===== config.mk =====
export PLATFORM = sky130hd
export DESIGN_NAME = mpq_feeder_flat
export DESIGN_NICKNAME = d
export VERILOG_FILES = /design/src/rtl/mpq_feeder_if.sv /design/src/rtl/mpq_feeder.sv /design/src/flat_wrapper.sv
export SDC_FILE = /design/constraint.sdc
export NUM_CORES = 1
export LEC_CHECK = 0
export ABC_AREA = 1
export BUFFER_PORTS_ARGS = -buffer_cell sky130_fd_sc_hd__buf_2
export CAP_MARGIN = 20
export CORE_ASPECT_RATIO = 2
export CORE_MARGIN = 2
export CORE_UTILIZATION = 50
export CTS_CLUSTER_DIAMETER = 200
export DETAILED_ROUTE_END_ITERATION = 16
export MAX_ROUTING_LAYER = met4
export PLACE_DENSITY = 0.77
export SLEW_MARGIN = 25
export SYNTH_ARGS = -nofsm -noshare
export SYNTH_HDL_FRONTEND = slang
export SYNTH_SLANG_ARGS = --single-unit

===== constraint.sdc =====
create_clock -name clk -period 6.9 [get_ports clk]
set_clock_uncertainty 0.15 [all_clocks]
set_input_delay 0.345 -clock clk [delete_from_list [all_inputs] [get_ports clk]]
set_output_delay 0.345 -clock clk [all_outputs]
set_load 0.01 [all_outputs]

===== src/rtl/mpq_feeder_if.sv =====
// Signal bundle between host, mpq_feeder and the max-priority-queue core.
// slave = feeder view; master = environment (host + core) view.
interface mpq_feeder_if;
   logic       h_data_valid;
   logic [7:0] h_data;
   logic       h_data_ready;
   logic       h_cmd_valid;
   logic [2:0] h_cmd;
   logic [7:0] h_index;
   logic [7:0] h_value;
   logic       h_cmd_ready;
   logic       mpq_rst;
   logic       data_valid;
   logic [7:0] data;
   logic       cmd_valid;
   logic [2:0] cmd;
   logic [7:0] index;
   logic [7:0] value;
   logic       busy;
   logic       done;
   logic       session;
   logic       err;

   modport slave (
      input  h_data_valid, h_data, h_cmd_valid, h_cmd, h_index, h_value, busy, done,
      output h_data_ready, h_cmd_ready, mpq_rst, data_valid, data,
             cmd_valid, cmd, index, value, session, err
   );

   modport master (
      output h_data_valid, h_data, h_cmd_valid, h_cmd, h_index, h_value, busy, done,
      input  h_data_ready, h_cmd_ready, mpq_rst, data_valid, data,
             cmd_valid, cmd, index, value, session, err
   );
endinterface


===== src/rtl/mpq_feeder.sv =====
// Host-side feeder for the max-priority-queue core: 12-byte load burst plus queued commands.
// Optional MPQ_GUARD_EN drops commands that would under/overflow the core heap.
module mpq_feeder #(
   parameter int CMD_DEPTH = 8
) (
   input  logic        clk,
   input  logic        rst,
   mpq_feeder_if.slave bus
);

   localparam int AW = $clog2(CMD_DEPTH);
   localparam int CW = AW + 1;
   localparam logic [CW-1:0] FULL_CNT = CW'(CMD_DEPTH);

   typedef enum logic [2:0] {
      ST_LOAD  = 3'd0,
      ST_BURST = 3'd1,
      ST_WAIT  = 3'd2,
      ST_ISSUE = 3'd3,
      ST_ACK   = 3'd4,
      ST_DRAIN = 3'd5
   } state_t;

   state_t      state_r, state_nxt_s;

   logic [7:0]  load_buf_r [12];
   logic [3:0]  wptr_r;
   logic [3:0]  bidx_r, bidx_nxt_s;
   logic        wptr_clr_s;
   logic        accept_s;
   logic        h_data_ready_s;

   logic [18:0] fifo_mem_r [CMD_DEPTH];
   logic [AW-1:0] rd_ptr_r, wr_ptr_r;
   logic [CW-1:0] fifo_cnt_r;
   logic        full_s, empty_s, push_s, store_s, pop_s;
   logic [18:0] head_s;

   logic [4:0]  hcnt_r, hcnt_nxt_s;
   logic        drop_s;

   logic        mpq_rst_r, mpq_rst_nxt_s;
   logic        data_valid_r, data_valid_nxt_s;
   logic [7:0]  data_r, data_nxt_s;
   logic        cmd_valid_r, cmd_valid_nxt_s;
   logic [2:0]  cmd_r, cmd_nxt_s;
   logic [7:0]  index_r, index_nxt_s;
   logic [7:0]  value_r, value_nxt_s;
   logic        session_r, session_nxt_s;
   logic        err_r, err_nxt_s;

`ifdef MPQ_GUARD_EN
   function automatic logic guard_drop(input logic [2:0] op, input logic [7:0] idx,
                                       input logic [4:0] cnt);
      case (op)
         3'd1:    return (cnt == 5'd0);
         3'd2:    return (idx >= {3'b000, cnt});
         3'd3:    return (cnt == 5'd16);
         default: return 1'b0;
      endcase
   endfunction

   assign drop_s = guard_drop(head_s[18:16], head_s[15:8], hcnt_r);
`else
   assign drop_s = 1'b0;
`endif

   assign h_data_ready_s = (state_r == ST_LOAD) && (wptr_r < 4'd12);
   assign accept_s       = bus.h_data_valid && h_data_ready_s;

   assign full_s  = (fifo_cnt_r == FULL_CNT);
   assign empty_s = (fifo_cnt_r == CW'(0));
   assign push_s  = bus.h_cmd_valid && !full_s;
   // Reserved opcodes complete the handshake but never reach the queue.
   assign store_s = push_s && (bus.h_cmd <= 3'd4);
   assign head_s  = fifo_mem_r[rd_ptr_r];

   // Load buffer capture and write pointer.
   always_ff @(posedge clk or negedge rst) begin
      if (!rst) begin
         wptr_r <= 4'd0;
         for (int i = 0; i < 12; i++) begin
            load_buf_r[i] <= 8'd0;
         end
      end else if (wptr_clr_s) begin
         wptr_r <= 4'd0;
      end else if (accept_s) begin
         load_buf_r[wptr_r] <= bus.h_data;
         wptr_r             <= wptr_r + 4'd1;
      end
   end

   // Command FIFO storage, pointers and occupancy.
   always_ff @(posedge clk or negedge rst) begin
      if (!rst) begin
         rd_ptr_r   <= '0;
         wr_ptr_r   <= '0;
         fifo_cnt_r <= '0;
         for (int i = 0; i < CMD_DEPTH; i++) begin
            fifo_mem_r[i] <= 19'd0;
         end
      end else begin
         if (store_s) begin
            fifo_mem_r[wr_ptr_r] <= {bus.h_cmd, bus.h_index, bus.h_value};
            wr_ptr_r             <= wr_ptr_r + AW'(1);
         end
         if (pop_s) begin
            rd_ptr_r <= rd_ptr_r + AW'(1);
         end
         case ({store_s, pop_s})
            2'b10:   fifo_cnt_r <= fifo_cnt_r + CW'(1);
            2'b01:   fifo_cnt_r <= fifo_cnt_r - CW'(1);
            default: fifo_cnt_r <= fifo_cnt_r;
         endcase
      end
   end

   // FSM state, burst index and heap-count registers.
   always_ff @(posedge clk or negedge rst) begin
      if (!rst) begin
         state_r <= ST_LOAD;
         bidx_r  <= 4'd0;
         hcnt_r  <= 5'd0;
      end else begin
         state_r <= state_nxt_s;
         bidx_r  <= bidx_nxt_s;
         hcnt_r  <= hcnt_nxt_s;
      end
   end

   // Next state and next values of all registered core-side outputs.
   always_comb begin
      state_nxt_s      = state_r;
      bidx_nxt_s       = bidx_r;
      hcnt_nxt_s       = hcnt_r;
      wptr_clr_s       = 1'b0;
      pop_s            = 1'b0;
      mpq_rst_nxt_s    = mpq_rst_r;
      data_valid_nxt_s = 1'b0;
      data_nxt_s       = 8'd0;
      cmd_valid_nxt_s  = 1'b0;
      cmd_nxt_s        = 3'd7;
      index_nxt_s      = index_r;
      value_nxt_s      = value_r;
      session_nxt_s    = session_r;
      err_nxt_s        = 1'b0;

      case (state_r)
         ST_LOAD: begin
            // First burst byte leaves in the same cycle the core comes out of reset.
            if (wptr_r == 4'd12) begin
               state_nxt_s      = ST_BURST;
               mpq_rst_nxt_s    = 1'b0;
               data_valid_nxt_s = 1'b1;
               data_nxt_s       = load_buf_r[0];
               bidx_nxt_s       = 4'd1;
               hcnt_nxt_s       = 5'd12;
               session_nxt_s    = 1'b1;
            end else begin
               mpq_rst_nxt_s    = 1'b1;
            end
         end
         ST_BURST: begin
            if (bidx_r == 4'd12) begin
               state_nxt_s = ST_WAIT;
               bidx_nxt_s  = 4'd0;
               wptr_clr_s  = 1'b1;
            end else begin
               data_valid_nxt_s = 1'b1;
               data_nxt_s       = load_buf_r[bidx_r];
               bidx_nxt_s       = bidx_r + 4'd1;
            end
         end
         ST_WAIT: begin
            if (!bus.busy && !empty_s) begin
               pop_s = 1'b1;
               if (drop_s) begin
                  err_nxt_s = 1'b1;
               end else begin
                  state_nxt_s     = ST_ISSUE;
                  cmd_valid_nxt_s = 1'b1;
                  cmd_nxt_s       = head_s[18:16];
                  index_nxt_s     = head_s[15:8];
                  value_nxt_s     = head_s[7:0];
                  case (head_s[18:16])
                     3'd1:    hcnt_nxt_s = hcnt_r - 5'd1;
                     3'd3:    hcnt_nxt_s = hcnt_r + 5'd1;
                     default: hcnt_nxt_s = hcnt_r;
                  endcase
               end
            end else begin
               state_nxt_s = ST_WAIT;
            end
         end
         ST_ISSUE: begin
            if (cmd_r == 3'd4) begin
               state_nxt_s = ST_DRAIN;
            end else begin
               state_nxt_s = ST_ACK;
            end
         end
         ST_ACK: begin
            if (bus.busy) begin
               state_nxt_s = ST_WAIT;
            end else begin
               state_nxt_s = ST_ACK;
            end
         end
         ST_DRAIN: begin
            if (bus.done) begin
               state_nxt_s   = ST_LOAD;
               mpq_rst_nxt_s = 1'b1;
               session_nxt_s = 1'b0;
            end else begin
               state_nxt_s   = ST_DRAIN;
            end
         end
         default: begin
            state_nxt_s   = ST_LOAD;
            mpq_rst_nxt_s = 1'b1;
            session_nxt_s = 1'b0;
         end
      endcase
   end

   // Registered core-side and status outputs.
   always_ff @(posedge clk or negedge rst) begin
      if (!rst) begin
         mpq_rst_r    <= 1'b1;
         data_valid_r <= 1'b0;
         data_r       <= 8'd0;
         cmd_valid_r  <= 1'b0;
         cmd_r        <= 3'd7;
         index_r      <= 8'd0;
         value_r      <= 8'd0;
         session_r    <= 1'b0;
         err_r        <= 1'b0;
      end else begin
         mpq_rst_r    <= mpq_rst_nxt_s;
         data_valid_r <= data_valid_nxt_s;
         data_r       <= data_nxt_s;
         cmd_valid_r  <= cmd_valid_nxt_s;
         cmd_r        <= cmd_nxt_s;
         index_r      <= index_nxt_s;
         value_r      <= value_nxt_s;
         session_r    <= session_nxt_s;
         err_r        <= err_nxt_s;
      end
   end

   assign bus.h_data_ready = h_data_ready_s;
   assign bus.h_cmd_ready  = !full_s;
   assign bus.mpq_rst      = mpq_rst_r;
   assign bus.data_valid   = data_valid_r;
   assign bus.data         = data_r;
   assign bus.cmd_valid    = cmd_valid_r;
   assign bus.cmd          = cmd_r;
   assign bus.index        = index_r;
   assign bus.value        = value_r;
   assign bus.session      = session_r;
   assign bus.err          = err_r;

endmodule


===== src/flat_wrapper.sv =====
// flat-port wrapper written by rule: the top's interface ports become plain ports
module mpq_feeder_flat 
#(
   parameter int CMD_DEPTH = 8
)
  (clk, rst, bus_h_data_valid, bus_h_data, bus_h_cmd_valid, bus_h_cmd, bus_h_index, bus_h_value, bus_busy, bus_done, bus_h_data_ready, bus_h_cmd_ready, bus_mpq_rst, bus_data_valid, bus_data, bus_cmd_valid, bus_cmd, bus_index, bus_value, bus_session, bus_err);
  mpq_feeder_if bus_i ();
  input  logic clk;
  input  logic rst;
  input wire logic [$bits(bus_i.h_data_valid)-1:0] bus_h_data_valid;
  input wire logic [$bits(bus_i.h_data)-1:0] bus_h_data;
  input wire logic [$bits(bus_i.h_cmd_valid)-1:0] bus_h_cmd_valid;
  input wire logic [$bits(bus_i.h_cmd)-1:0] bus_h_cmd;
  input wire logic [$bits(bus_i.h_index)-1:0] bus_h_index;
  input wire logic [$bits(bus_i.h_value)-1:0] bus_h_value;
  input wire logic [$bits(bus_i.busy)-1:0] bus_busy;
  input wire logic [$bits(bus_i.done)-1:0] bus_done;
  output wire logic [$bits(bus_i.h_data_ready)-1:0] bus_h_data_ready;
  output wire logic [$bits(bus_i.h_cmd_ready)-1:0] bus_h_cmd_ready;
  output wire logic [$bits(bus_i.mpq_rst)-1:0] bus_mpq_rst;
  output wire logic [$bits(bus_i.data_valid)-1:0] bus_data_valid;
  output wire logic [$bits(bus_i.data)-1:0] bus_data;
  output wire logic [$bits(bus_i.cmd_valid)-1:0] bus_cmd_valid;
  output wire logic [$bits(bus_i.cmd)-1:0] bus_cmd;
  output wire logic [$bits(bus_i.index)-1:0] bus_index;
  output wire logic [$bits(bus_i.value)-1:0] bus_value;
  output wire logic [$bits(bus_i.session)-1:0] bus_session;
  output wire logic [$bits(bus_i.err)-1:0] bus_err;
  assign bus_i.h_data_valid = bus_h_data_valid;
  assign bus_i.h_data = bus_h_data;
  assign bus_i.h_cmd_valid = bus_h_cmd_valid;
  assign bus_i.h_cmd = bus_h_cmd;
  assign bus_i.h_index = bus_h_index;
  assign bus_i.h_value = bus_h_value;
  assign bus_i.busy = bus_busy;
  assign bus_i.done = bus_done;
  assign bus_h_data_ready = bus_i.h_data_ready;
  assign bus_h_cmd_ready = bus_i.h_cmd_ready;
  assign bus_mpq_rst = bus_i.mpq_rst;
  assign bus_data_valid = bus_i.data_valid;
  assign bus_data = bus_i.data;
  assign bus_cmd_valid = bus_i.cmd_valid;
  assign bus_cmd = bus_i.cmd;
  assign bus_index = bus_i.index;
  assign bus_value = bus_i.value;
  assign bus_session = bus_i.session;
  assign bus_err = bus_i.err;
  mpq_feeder #(.CMD_DEPTH(CMD_DEPTH)) u_core (.clk(clk), .rst(rst), .bus(bus_i));
endmodule

* After elaboration in Yosys (flattened, before gate mapping) *
Index checks and enable logic that the tools add are counted.

operators by class
  add/sub/neg operators = 6
  $mul = 0
  divide/modulo/power cells = 0
  order comparisons = 8
  multiplexer cells = 43
  reduce and logical (&&, ||, !) cells = 22
  shifts and indexed selects = 0
  equality and inequality tests = 14
  bitwise logic cells = 6

operators by type and width
  operator               number
  $bwmux W152            1
  $bwmux W96             1
  $bmux W19 S3           1
  $demux W19 S3          1
  $mux W19               3
  $mux W8                5
  $bmux W8 S4            1
  $demux W8 S4           1
  $mux W3                6
  $pmux W3 S6            1
  $mux W4                4
  $pmux W4 S2            2
  $pmux W8 S2            1
  $add A4 B1 Y4 const B  3
  $eq A4 B4 Y1 const B   3
  $mux W1                12
  $ge A5 B5 Y1 const B   2
  $not A4 Y5             2
  $reduce_and A2 Y1      5
  $eq A3 B3 Y1 const B   3
  $ge A4 B4 Y1 const B   2
  $not A3 Y4             2
  $logic_and A1 B1 Y1    7
  $add A3 B1 Y3 const B  2
  20 further kinds       28

word-level totals
  bits in latches = 0
  bits in read-only memories = 0
  RAM bits = 0
  flip-flop bits (word level) = 300
  memories = 0
  input bits = 33

* Longest topological paths before layout *
  word-level depth = 7
  depth in mapped cells = 13
  gate-level depth less buffers = 12

* Worst setup path before layout *
OpenSTA, ideal clock, no wires.

  path kind = reg-to-reg
  from = register u_core.state_r[2]
  to = register u_core.fifo_cnt_r[2]
  data arrival time = 2200 ps
  stages on the path, launching flop included = 13
  slack = 4467 ps
  data required time = 6667 ps
  path buffers = 1
  library setup time = 83 ps
  period minus slack after synthesis = 2433 ps
  cell sequence = dfrtp_1 > inv_1 > nand2_1 > nor2_1 > nand3_2 > inv_1 > buf_2 > ha_1 > xor2_1 > ha_1 > a21oi_1 > xor2_1 > o21ai_0

on the way
  longest elaborated chain between the ends = 4
  elaborated cells on any way between the ends = 6
  classes of those cells = 3 x eq/ne; 2 x mux; 1 x reduce/logical

RTL lines
  item                                                      RTL line           text
  start, declared                                           mpq_feeder.sv:24   state_t state_r, state_nxt_s;
  start signal, assigned                                    mpq_feeder.sv:125  state_r <= state_nxt_s;
  $eq A3 B2 Y1 *                                            --
  $mux W1 *                                                 --
  named net u_core.cmd_valid_nxt_s                          mpq_feeder.sv:45   logic cmd_valid_r, cmd_valid_nxt_s;
  $eq A2 B1 Y1 / $eq A2 B2 Y1 (equally long branches)       mpq_feeder.sv:110  case ({store_s, pop_s})
  $pmux W4 S2 / $reduce_bool A2 Y1 (equally long branches)  --
  end signal, assigned                                      mpq_feeder.sv:111  2'b10: fifo_cnt_r <= fifo_cnt_r + CW'(1);
  end signal, assigned                                      mpq_feeder.sv:112  2'b01: fifo_cnt_r <= fifo_cnt_r - CW'(1);
  end signal, assigned                                      mpq_feeder.sv:113  default: fifo_cnt_r <= fifo_cnt_r;
  end, declared                                             mpq_feeder.sv:35   logic [CW-1:0] fifo_cnt_r;

The timed path passes the listed nets; every way through them passes the cells marked *.
A chain may end at the register's enable or synchronous reset.

* Worst setup path after layout *
  from = register u_core.fifo_cnt_r[0]
  to = register u_core.fifo_cnt_r[2]

on the way
  longest elaborated chain between the ends = 7
  elaborated cells on any way between the ends = 15
  classes of those cells = 2 x add/sub; 3 x eq/ne; 3 x mux; 7 x reduce/logical

RTL lines
  item                                                      RTL line           text
  $logic_not A4 Y1                                          mpq_feeder.sv:72   assign empty_s = (fifo_cnt_r == CW'(0));
  $logic_not A1 Y1                                          mpq_feeder.sv:175  if (!bus.busy && !empty_s) begin
  $logic_and A1 B1 Y1                                       mpq_feeder.sv:175
  $mux W1 (2 in series)                                     --
  $eq A2 B1 Y1 / $eq A2 B2 Y1 (equally long branches)       mpq_feeder.sv:110
  $pmux W4 S2 / $reduce_bool A2 Y1 (equally long branches)  --

Parallel ways exist; a longest one is shown, timed or not.

==> impl_metrics.py <==
metrics = {
    "setup_path": {
        "reg2regPathDepth": 10,
        "crit_slowest_cell": "clkinv_1",
        "worstSetupPathType": "flop to flop",
        "cp-start-kind": "flop",
        "worstPathRequired_ns": 7.22,
        "startpoint": "u_core.fifo_cnt_r[0]",
        "path_depth": 10,
        "r2r-start": "u_core.fifo_cnt_r[0]",
        "critPathTopFamily": "buffers and inverters",
        "crit_chain": "inv_1 -> nand4_1 -> nand3_2 -> clkinv_1 -> ha_1 -> xor2_1 -> ha_1 -> a21oi_1 -> xor2_1 -> o21ai_0",
        "cp_num_buf_inv": 2,
        "cp_max_fo": 26,
        "crit_arrival_ns": 4.05,
        "slowest_delay_ns": 0.95,
        "worstSetupEndpointType": "flop",
    },
    "sta": {
        "setup_viol": 0,
        "setup_slack_ns": 3.166,
        "rsz0062_at_grt": "false",
        "slew_violations": 0,
        "timing.fmax_mhz": 267.8,
        "fin_setup_tns_ns": 0,
        "worst_pin_slew_ns": 1.024,
        "fin_crit_sh_pct": 54.11,
        "post-route-min-period_ns": 3.734,
        "final-hold-violation-count": 0,
        "relSlewSlack_pct": 31.28,
    },
    "cts": {
        "clkTransAtPathRegs_ns": 0.07,
        "max-clock-path-buffers": 3,
        "cts_tree": "yes",
        "cts_resized": 0,
        "clock_latency_ns": 0.55,
        "cts_setup_buffers": 0,
        "hold_buffers": 9,
        "htree_levels": 1,
        "cts_root_buffer": "clkbuf_16",
        "numCtsBuffers": 27,
        "clock_sinks": 300,
    },
    "floorplan": {
        "boundaryPins": 67,
        "core_um2": 27440,
        "die_w_um": 121.7,
        "die_y_um": 239.4,
        "rows": 86,
        "initial_utilization_pct": 50.50,
        "dieArea_um2": 29140,
    },
    "cells_and_area": {
        "fillers": 2540,
        "n_antenna_cell": 0,
        "drive_above_1_share_pct": 8.852,
        "area_growth_pct": 10.14,
        "final_nets": 1777,
    },
    "logic_synthesis": {
        "synth_cells": 1710,
        "ys_async_sr_fraction_pct": 100.0,
        "synth_edf_count": 0,
        "synthTopCellsByArea": "dfrtp_1 (53%), nand2_1 (16%), o21ai_0 (10%)",
        "avgSynthCellArea_um2": 8.104,
        "synthFlopType": "dfrtp_1",
        "muxShareOfSynthArea_pct": 0,
        "synth_top_family_by_area": "simple AND/OR/NAND/NOR gates",
        "synth_top_area_share_pct": 53.45,
        "ys_ff_latch": 300,
        "synthesis.area_um2": 13860,
        "yosys.area_share.adder_pct": 0.9932,
        "yosysSeqAreaShare_pct": 54.21,
        "synth_cell_type_count": 36,
        "synth-compound-area-share_pct": 12.70,
        "synth_xor_area_share_pct": 0.6321,
        "yosysWarnings": 0,
        "syn_nets": 1754,
        "synthSimpleGateAreaFrac_pct": 24.96,
        "yosysTopAreaCell": "dfrtp_1",
    },
    "global_route": {
        "grt_max_degree": 190,
        "grt_pass1_vias": 11697,
        "antenna_found_initial": 0,
        "overflow": 0,
        "grt_usage_pct": 27.30,
        "grt_pass1_wl_mm": 60.28,
    },
    "detailed_routing": {
        "drt-total-wl_mm": 37.32,
        "remaining_drc_errors": 0,
        "drt-initial-drc-count": 870,
        "via_count": 11613,
        "dr.pass1.iters": 6,
        "wl_per_cell_um": 17.74,
        "ant_nets": 0,
        "vias_per_cell": 5.522,
    },
    "hold_path": {
        "hold_path_depth": 3,
        "min_path_type": "input pin to flop",
        "hp-start": "bus_h_value[4]",
    },
    "power": {
        "power_density_nw_per_um2": 450.6,
        "power_uw": 6877,
        "power_leakage_uw": 0.007591,
        "irDropWorstVdd_mv": 0.2423,
    },
    "place": {
        "place_congestion": 0.9971,
        "hpwl_mm": 24.82,
        "pre_cts_ws_ns": 3.200,
        "port_buffers": 65,
    },
    "flow_run": {
        "maxCapViolCount": 0,
    },
    "outcome": {
        "outcome": "completed",
    },
}
==> placed cells by master, fill, tap and decap left out, drive strengths merged, types with 7 or more instances in the layout <==
master | synthesis | layout
o211ai | 32 | 32
inv | 113 | 113
o21ai | 291 | 291
nand2 | 587 | 587
clkinv | 3 | 7
clkbuf | 70 | 42
nand3 | 98 | 98
dfrtp | 296 | 296
nor2 | 149 | 149
dlygate4sd3 | 0 | 9
buf | 27 | 82
ha | 11 | 11
xor2 | 8 | 8
==> metal layers <==
| metal | global-route usage [%] | vias up | routed length [µm] |
|---|---|---|---|
| met5 | - | - | 0 |
| met4 | 20.03 | 0 | 3210 |
| met3 | 2.571 | 154 | 1543 |
| met2 | 48.04 | 376 | 19510 |
| met1 | 27.77 | 5573 | 13050 |
| li1 | - | 5510 | - |
==> area by class of cell <==
class	instances	area, µm²	area share [%]
multi-input combinational	1197	5446	35.69
sequential	300	7515	49.24
tap	352	440.4	2.886
clock inverter	5	57.56	0.3771
timing repair buffer	91	585.6	3.837
inverter	116	435.4	2.853
clock buffer	42	782.0	5.124
==> worst min-delay path, stage by stage <==
cell     delay (ns)
buf_2          0.08
inv_1          0.08
o21ai_0        0.16
==> Yosys cell counts, types with 2 or more instances <==
cell / instances
nand2_1: 577
dfrtp_1: 296
o21ai_0: 290
nor2_1: 140
inv_1: 109
nand3_1: 95
clkbuf_1: 63
o211ai_1: 32
buf_2: 15
ha_1: 11
buf_6: 9
nand2_2: 9
nor2_4: 8
xor2_1: 8
clkbuf_2: 7
nand4_1: 6
a21oi_1: 5
dfstp_2: 4
inv_2: 4
clkinv_1: 3
buf_1: 2
nand3_4: 2
xnor2_1: 2
==> per-stage QoR <==
step	hold WS, ns	area, µm²	instances	utilization [%]
after floorplan	-0.1006	13860	1710	-
after global placement	0.2946	14310	2046	52.13
after detailed placement	0.3030	14310	2046	52.13
after CTS	0.004941	15230	2102	55.52
after global routing	0.01312	15260	2103	55.62
final	0.01233	15260	2103	55.62
==> report_power, final <==
| part | switching, µW | leakage, µW | internal [µW] |
|---|---|---|---|
| registers | 461 | 0.00386 | 2470 |
| logic | 1650 | 0.00332 | 841 |
| clock network | 637 | 0.000411 | 814 |
==> sequential cells by signal, indices dropped and copies added, names as in the netlist, 3 cells and up <==
register / count
u_core.bidx_r: 4
u_core.bus.cmd: 3
u_core.bus.data: 8
u_core.bus.index: 8
u_core.bus.value: 8
u_core.fifo_cnt_r: 4
u_core.fifo_mem_r: 152
u_core.load_buf_r: 96
u_core.rd_ptr_r: 3
u_core.state_r: 3
u_core.wptr_r: 4
u_core.wr_ptr_r: 3
==> logic make-up (layout without fill, tap and decap cells) <==
| family | count (synthesis) | count (layout) |
|---|---|---|
| AOI/OAI and AO/OA | 332 | 332 |
| xor gates and xnor gates | 10 | 10 |
| adders and majority gates | 11 | 11 |
| buffers and inverters | 213 | 254 |
| DFF | 300 | 300 |
| other | 1 | 1 |
| and+or+nand+nor | 843 | 843 |
==> final timing paths <==
kind,endpoint,slack (ns)
worst min register to register,u_core.load_buf_r[43],0.32
worst max-delay path,u_core.fifo_cnt_r[2],3.17
max in group asynchronous,u_core.fifo_mem_r[64],4.84
worst max register to register,u_core.fifo_cnt_r[2],3.17
min in group asynchronous,u_core.load_buf_r[53],0.26
worst min-delay path,u_core.fifo_mem_r[4],0.01
No activity file was read; power rests on OpenSTA's default activity.
